File: config.mk
export PLATFORM = sky130hd
export DESIGN_NAME = tile_painter
export DESIGN_NICKNAME = d
export VERILOG_FILES = /design/src/rtl/snake_pkg.sv /design/src/rtl/lcd_byte_writer.sv /design/src/rtl/tile_painter.sv
export SDC_FILE = /design/constraint.sdc
export NUM_CORES = 1
export LEC_CHECK = 0
export ABC_AREA = 1
export CORE_MARGIN = 2
export CORE_UTILIZATION = 40
export DETAILED_ROUTE_END_ITERATION = 10
export PLACE_DENSITY_LB_ADDON = 0.05
export SLEW_MARGIN = 20
export SYNTH_ARGS = -nofsm -noshare
export SYNTH_HDL_FRONTEND = slang
export SYNTH_SLANG_ARGS = --single-unit
export TNS_END_PERCENT = 30
File: constraint.sdc
create_clock -name clk -period 4.4 [get_ports clk]
set_input_delay 0.88 -clock clk [delete_from_list [all_inputs] [get_ports clk]]
set_output_delay 0.88 -clock clk [all_outputs]
set_load 0.02 [all_outputs]
File: src/rtl/snake_pkg.sv
// Shared types and constants for the snake tile painter: object codes, RGB565 colours,
// ILI9341 opcodes and the painter FSM state encoding.
package snake_pkg;

   typedef enum logic [2:0] {
      BLANK  = 3'd0,
      BODY   = 3'd1,
      HEAD   = 3'd2,
      APPLE  = 3'd3,
      BORDER = 3'd4
   } obj_code_t;

   localparam logic [15:0] COLOUR_BLANK  = 16'h0000;
   localparam logic [15:0] COLOUR_BODY   = 16'h07E0;
   localparam logic [15:0] COLOUR_HEAD   = 16'h03E0;
   localparam logic [15:0] COLOUR_APPLE  = 16'hF800;
   localparam logic [15:0] COLOUR_BORDER = 16'hFFFF;

   localparam logic [7:0] LCD_CASET = 8'h2A;
   localparam logic [7:0] LCD_PASET = 8'h2B;
   localparam logic [7:0] LCD_RAMWR = 8'h2C;

   typedef enum logic [2:0] {
      IDLE,
      C_CASET,
      D_CASET,
      C_PASET,
      D_PASET,
      C_RAMWR,
      PIXELS,
      DONE
   } state_t;

   function automatic logic [15:0] colour_of(input obj_code_t obj);
      case (obj)
         BODY:    return COLOUR_BODY;
         HEAD:    return COLOUR_HEAD;
         APPLE:   return COLOUR_APPLE;
         BORDER:  return COLOUR_BORDER;
         default: return COLOUR_BLANK;
      endcase
   endfunction

endpackage

File: src/rtl/lcd_byte_writer.sv
// Two-cycle 8080 byte strobe: cycle A drives wr_n low with the byte, cycle B raises it.
// A new byte is taken (ack) only while wr_n is high, so bytes stream back to back.
module lcd_byte_writer (
   input  logic       clk,
   input  logic       nrst,
   input  logic       i_req,
   input  logic [7:0] i_byte,
   input  logic       i_dc,
   output logic       o_ack,
   output logic       o_wr_n,
   output logic       o_dcx,
   output logic [7:0] o_d
);

   logic       r_wr_n;
   logic       r_dcx;
   logic [7:0] r_d;

   assign o_ack  = i_req & r_wr_n;
   assign o_wr_n = r_wr_n;
   assign o_dcx  = r_dcx;
   assign o_d    = r_d;

   always_ff @(posedge clk) begin
      if (!nrst) begin
         r_wr_n <= 1'b1;
         r_dcx  <= 1'b1;
         r_d    <= 8'h00;
      end else if (!r_wr_n) begin
         r_wr_n <= 1'b1;
      end else if (i_req) begin
         r_wr_n <= 1'b0;
         r_dcx  <= i_dc;
         r_d    <= i_byte;
      end
   end

endmodule

File: src/rtl/tile_painter.sv
// Paints one CELL_PX square tile on an ILI9341 over the 8-bit 8080 bus per accepted request.
// The state names the byte currently on the bus; the next byte is offered during its B cycle.
module tile_painter
   import snake_pkg::*;
#(
   parameter int unsigned CELL_PX = 20,
   parameter int unsigned COLS    = 16,
   parameter int unsigned ROWS    = 12
) (
   input  logic       clk,
   input  logic       nrst,
   input  logic       start,
   input  logic [3:0] x,
   input  logic [3:0] y,
   input  logic [2:0] obj_code,
   output logic       cmd_done,
   output logic       busy,
   output logic       lcd_cs_n,
   output logic       lcd_dcx,
   output logic       lcd_wr_n,
   output logic [7:0] lcd_d
);

   localparam int unsigned NPIX = CELL_PX * CELL_PX;
   localparam int unsigned PW   = $clog2(NPIX);
   localparam logic [PW-1:0] LAST_PIX = PW'(NPIX - 1);

   state_t         r_state;
   logic [1:0]     r_idx;
   logic           r_hilo;
   logic [PW-1:0]  r_pix;
   logic [15:0]    r_xs, r_xe, r_ys, r_ye, r_colour;
   logic           r_cmd_done, r_busy, r_cs_n;

   logic           w_in_range, w_last, w_req, w_dc, w_ack;
   logic [7:0]     w_byte;
   logic [15:0]    w_xs, w_ys;
   obj_code_t      w_obj;

   assign w_in_range = ({28'd0, x} < COLS) && ({28'd0, y} < ROWS);
   assign w_xs       = 16'(x) * 16'(CELL_PX);
   assign w_ys       = 16'(y) * 16'(CELL_PX);
   assign w_obj      = (obj_code > 3'd4) ? BLANK : obj_code_t'(obj_code);
   // Final low pixel byte is on the bus: nothing further to offer.
   assign w_last     = (r_state == PIXELS) && (r_pix == LAST_PIX) && r_hilo;

   assign cmd_done = r_cmd_done;
   assign busy     = r_busy;
   assign lcd_cs_n = r_cs_n;

   always_comb begin
      w_req  = 1'b1;
      w_dc   = 1'b1;
      w_byte = 8'h00;
      case (r_state)
         IDLE: begin
            w_req  = start & w_in_range;
            w_dc   = 1'b0;
            w_byte = LCD_CASET;
         end
         C_CASET: w_byte = r_xs[15:8];
         D_CASET: begin
            case (r_idx)
               2'd0:    w_byte = r_xs[7:0];
               2'd1:    w_byte = r_xe[15:8];
               2'd2:    w_byte = r_xe[7:0];
               default: begin
                  w_dc   = 1'b0;
                  w_byte = LCD_PASET;
               end
            endcase
         end
         C_PASET: w_byte = r_ys[15:8];
         D_PASET: begin
            case (r_idx)
               2'd0:    w_byte = r_ys[7:0];
               2'd1:    w_byte = r_ye[15:8];
               2'd2:    w_byte = r_ye[7:0];
               default: begin
                  w_dc   = 1'b0;
                  w_byte = LCD_RAMWR;
               end
            endcase
         end
         C_RAMWR: w_byte = r_colour[15:8];
         PIXELS: begin
            w_req  = !w_last;
            w_byte = r_hilo ? r_colour[15:8] : r_colour[7:0];
         end
         default: w_req = 1'b0;
      endcase
   end

   always_ff @(posedge clk) begin
      if (!nrst) begin
         r_state    <= IDLE;
         r_idx      <= 2'd0;
         r_hilo     <= 1'b0;
         r_pix      <= '0;
         r_xs       <= 16'h0000;
         r_xe       <= 16'h0000;
         r_ys       <= 16'h0000;
         r_ye       <= 16'h0000;
         r_colour   <= 16'h0000;
         r_cmd_done <= 1'b0;
         r_busy     <= 1'b0;
         r_cs_n     <= 1'b1;
      end else begin
         r_cmd_done <= 1'b0;
         case (r_state)
            IDLE: begin
               if (start) begin
                  r_xs     <= w_xs;
                  r_xe     <= w_xs + 16'(CELL_PX - 1);
                  r_ys     <= w_ys;
                  r_ye     <= w_ys + 16'(CELL_PX - 1);
                  r_colour <= colour_of(w_obj);
                  r_busy   <= 1'b1;
                  r_idx    <= 2'd0;
                  r_hilo   <= 1'b0;
                  r_pix    <= '0;
                  if (w_in_range) begin
                     r_cs_n  <= 1'b0;
                     r_state <= C_CASET;
                  end else begin
                     r_cmd_done <= 1'b1;
                     r_state    <= DONE;
                  end
               end
            end
            C_CASET: if (w_ack) begin
               r_idx   <= 2'd0;
               r_state <= D_CASET;
            end
            D_CASET: if (w_ack) begin
               r_idx <= r_idx + 2'd1;
               if (r_idx == 2'd3) r_state <= C_PASET;
            end
            C_PASET: if (w_ack) begin
               r_idx   <= 2'd0;
               r_state <= D_PASET;
            end
            D_PASET: if (w_ack) begin
               r_idx <= r_idx + 2'd1;
               if (r_idx == 2'd3) r_state <= C_RAMWR;
            end
            C_RAMWR: if (w_ack) begin
               r_hilo  <= 1'b0;
               r_pix   <= '0;
               r_state <= PIXELS;
            end
            PIXELS: begin
               if (w_last) begin
                  if (lcd_wr_n) begin
                     r_hilo     <= 1'b0;
                     r_pix      <= '0;
                     r_cs_n     <= 1'b1;
                     r_cmd_done <= 1'b1;
                     r_state    <= DONE;
                  end
               end else if (w_ack) begin
                  r_hilo <= !r_hilo;
                  if (r_hilo) r_pix <= r_pix + PW'(1);
               end
            end
            default: begin
               r_busy  <= 1'b0;
               r_state <= IDLE;
            end
         endcase
      end
   end

   lcd_byte_writer u_writer (
      .clk    (clk),
      .nrst   (nrst),
      .i_req  (w_req),
      .i_byte (w_byte),
      .i_dc   (w_dc),
      .o_ack  (w_ack),
      .o_wr_n (lcd_wr_n),
      .o_dcx  (lcd_dcx),
      .o_d    (lcd_d)
   );

endmodule

* Word-level counts from Yosys, hierarchy flattened
Index checks and enable logic that the tools add are counted.
** Operators by class
- Shifts and indexed selects :: 0
- Equality and inequality tests :: 30
- $lt $le $gt $ge :: 2
- Div/mod/pow operators :: 0
- Add/sub/neg operators :: 4
- $mul :: 2
- Reductions and logical operators :: 23
- Muxes and demuxes :: 51
- Bitwise logic cells :: 3
** Operators with widths (number)
- $pmux W16 S4 :: 1
- $pmux W8 S7 :: 1
- $mux W9 :: 6
- $pmux W8 S3 :: 2
- $mux W3 :: 12
- $pmux W9 S3 :: 1
- $pmux W3 S7 :: 1
- $add A9 B5 Y10 const B :: 2
- $mux W1 :: 16
- $ne A2 B1 Y1 const B :: 8
- $mul A4 B3 Y7 const B :: 2
- $eq A3 B2 Y1 const B :: 4
- $eq A3 B3 Y1 const B :: 4
- $ne A2 B2 Y1 const B :: 5
- $reduce_and A10 Y1 :: 1
- $reduce_and A5 Y1 :: 2
- $add A9 B1 Y9 const B :: 1
- $eq A9 B9 Y1 const B :: 1
- $mux W8 :: 1
- $pmux W1 S2 :: 4
- $reduce_and A2 Y1 :: 4
- $eq A3 B1 Y1 const B :: 2
- $mux W2 :: 3
- $ne A3 B2 Y1 const B :: 2
- 22 further kinds :: 29
** Word-level totals
- Register bits after elaboration :: 90
- Input port bits :: 14
- ROM bits :: 0
- Logic and storage cells :: 130
- Memories kept :: 0
- Bits in latches :: 0
- RAM bits :: 0
- Output and inout bits :: 13

* Logic depth before layout (Yosys ltp)
- Word-level depth :: 9
- Depth in mapped cells :: 13
- Mapped depth without buffers :: 12

* Modules after synthesis
Synthesis repeated with hierarchy kept, for this count alone.
** Second synthesis, totals
- Cell total of the unflattened synthesis :: 480
- Area, all modules :: 3319.4 um^2
** Modules (own cells, without submodules)
- tile_painter :: instances 1, sequential area each 980.9 um^2, cells each 422, area each 2920.3 um^2
- lcd_byte_writer :: instances 1, sequential area each 200.2 um^2, cells each 58, area each 399.1 um^2

* Least setup slack after synthesis
No wires, ideal clock.
- Path kind :: input to register
- From :: input port y[1]
- To :: register r_ye[9]
- Path buffers :: 0
- Setup time :: 65 ps
- Arrival :: 2516 ps
- Data required time :: 4335 ps
- Setup slack :: 1819 ps
- Stages :: 8
- Path through :: ha_1 -> ha_1 -> fa_1 -> nand3_1 -> or2_2 -> nor2_1 -> a21oi_1 -> nor2_1
** On the way
- Word-level cells in the longest chain between the ends :: 2
** RTL lines
- from (decl) :: line tile_painter.sv:14 : input logic [3:0] y,
- $mul A4 B3 Y7 :: line tile_painter.sv:42 : assign w_ys = 16'(y) * 16'(CELL_PX);
- via w_ys[6] :: line tile_painter.sv:37 : logic [15:0] w_xs, w_ys;
- $add A9 B5 Y10 :: line tile_painter.sv:116 : r_ye <= w_ys + 16'(CELL_PX - 1);
- to (signal assigned) :: line tile_painter.sv:116
- to (decl) :: line tile_painter.sv:32 : logic [15:0] r_xs, r_xe, r_ys, r_ye, r_colour;
The timed path passes the listed nets, and every way through them passes these cells.
A chain may end at the register's enable or synchronous reset.

* Worst setup path after layout
- From :: input port y[3]
- To :: register r_ye[9]
Same word-level chain as after synthesis.

==> metrics.yaml <==
slew_headroom_pct: 30.9
multiInputGateArea_mm2: 0.00188
drcViolationCount: 0
worst_hold_path_type: "flip-flop to flip-flop"
synth_top_cell_area_share_pct: 35.2
rsz0062_at_grt: "false"
first_pass_iters: 6
tns_ns: 0
min_from: "r_xe[6]"
portBuffers: 26
ff2ff_path_depth: 9
cp-start-kind: "input pin"
synthTopCellsByArea: "dfxtp_1, nand2_1, a21oi_1"
r2r_slack_ns: 2.15
syn_avg_cell_area_um2: 7.11
dpl.hpwl_um: 6220
fmax_mhz: 340
ys_ff_latch: 59
synth_top_cell_by_area: "dfxtp_1"
slew_viol_final: 0
fillers: 849
viasPerCell: 5.18
fin_crit_sh_pct: 66.9
outcome: "finished, final reports clean"
antenna_found_initial: 0
placed_cells: 589
insertion_delay_ns: 0.34
syn-num-nets: 504
min_path_cells: 2
cp_data_arrival_time_ns: 3.21
final_layout_size_suffix_gt1_share_pct: 7.21
netlist-cell-type-count: 40
grt_pass1_wl_um: 14300
maxCapViolations: 0
endpoint_kind: "flip-flop"
nNetsFinal: 527
die_w_um: 95.6
drt-total-wl_um: 8570
worstPathRequired_ns: 4.67
num_rows: 33
n_antenna_cell: 0
post_cts_buffers: 0
place_congestion: 0.875
cts.sinks: 59
syn_area_mm2: 0.00336
syn_inst: 472
cts_resized: 0
start_util_pct: 41.0
ios: 27
grt_max_degree: 42
critPathKind: "input pin to flip-flop"
die_area_mm2: 0.00914
ant_nets: 0
dr_total_vias: 3128
root_buffer: "clkbuf_8"
clk_path_buf_depth: 2
cts_tree: "built"
power_density_mw_per_mm2: 621
tightest_slew_ns: 1.04
grt_usage_pct: 20.5
drt_iter0_markers: 90
setup_viol: 0
min_period_ns: 2.94
fin_worst_skew_ns: 0.00346
r2r-start: "r_state[0]"
r2r-end: "r_xe[9]"
core_mm2: 0.00818
finalHoldViolCount: 0
grt_pass1_vias: 2901
die_y_um: 95.6
worstPathMaxFanout: 5
cts_max_level: 3
min_to: "r_xe[6]"
cellLeakagePower_nw: 1.65
instances_no_fill: 604
clk_pin_slew_ns: 0.06
cts_made_buffers: 9
seq_area_frac_synth_pct: 35.2
ff_latch_area_mm2: 0.00118
cts_hold_buf: 0
peakVddDrop_mv: 0.219
syn_to_final_growth_pct: 15.7
yosysWarnings: 0
gr-total-overflow: 0
routedWlPerCell_um: 14.2
[layer usage]
metal  vias up  wire length (um)  global-route usage, %
li1       1615                 -                      -
met1      1444              4180                   27.2
met2        58              3800                   32.0
met3        11               412                   3.95
met4         0               174                   9.29
met5         -                 0                      0
[worst max-delay path by stage]
stage	startpoint	endpoint	slack, ns
after global routing	y[3]	r_ye[9]	1.32
after detailed placement	y[3]	r_ye[9]	1.12
after global placement	y[3]	r_ye[9]	1.21
after CTS	y[3]	r_ye[9]	1.48
final	y[3]	r_ye[9]	1.46
after floorplan	y[1]	r_ye[9]	1.82
[layout make-up]
class | instances | share of cell area [%]
inverter | 56 | 5.54
clock buffer | 13 | 4.09
multi-input combinational | 340 | 48.4
clock inverter | 2 | 0.903
timing repair buffer | 29 | 7.29
sequential | 59 | 30.4
tap | 105 | 3.38
[sequential cells by signal (all words and copies together), names as in the netlist, 2 cells and up]
| signal | flops |
|---|---|
| r_pix | 9 |
| r_xs | 7 |
| u_writer.o_d | 8 |
| r_idx | 2 |
| r_ys | 7 |
| r_state | 3 |
| r_colour | 4 |
| r_ye | 7 |
| r_xe | 6 |
[logic make-up after synthesis]
kind of cell | share of synthesized area (%)
flops | 35.2
buf+inv | 8.87
compound gates | 17.6
simple gates | 28.8
xor+xnor | 2.35
fa+ha+maj | 7.16
[cells in the mapped netlist, drive strengths merged]
master,number
nand2,103
dfxtp,59
inv,56
a21oi,53
nor2,51
nand3,31
o21ai,30
ha,16
nand4,12
clkbuf,9
buf,8
nor3,8
o211ai,6
xor2,5
xnor2,4
a211oi,3
o22ai,3
a221oi,2
fa,2
o21a,2
o21bai,2
or2,2
a21o,1
a31o,1
a31oi,1
o2111ai,1
or3,1
[stage by stage]
stage	setup slack, ns	power (mW)	util (%)	hold WS (ns)	area (um^2)
global placement	1.21	1.92	45.1	0.443	3690
floorplan	1.82	1.62	-	0.422	3360
finish	1.46	2.41	47.5	0.454	3880
detailed placement	1.12	1.92	45.1	0.453	3690
CTS	1.48	2.43	47.5	0.459	3880
global route	1.32	2.60	47.5	0.469	3880
[report_power, final]
group          leakage (nW)  internal (mW)  total (mW)  switching, mW
clock                0.0995          0.289       0.496          0.207
combinational          1.06          0.389        1.09          0.702
sequential            0.484          0.690       0.823          0.132
total                  1.65           1.37        2.41           1.04
[placed cells by master, fill, tap and decap left out, drive strengths merged, types with 5 or more instances in the layout]
| cell | netlist | final |
|---|---|---|
| nand3 | 31 | 31 |
| ha | 16 | 16 |
| nor2 | 51 | 51 |
| inv | 56 | 56 |
| clkdlybuf4s50 | 0 | 26 |
| xor2 | 5 | 5 |
| nand2 | 103 | 103 |
| a21oi | 53 | 53 |
| nand4 | 12 | 12 |
| dfxtp | 59 | 59 |
| clkbuf | 9 | 13 |
| nor3 | 8 | 8 |
| o211ai | 6 | 6 |
| o21ai | 30 | 30 |
[critical path, stage by stage]
cell and delay, ns:
clkdlybuf4s50_1 0.57, ha_1 0.27, ha_1 0.23, fa_1 0.58, nand3_1 0.11, or2_2 0.31, nor2_1 0.10, a21oi_1 0.05
nor2_1 0.09
No activity file was read; power rests on OpenSTA's default activity.
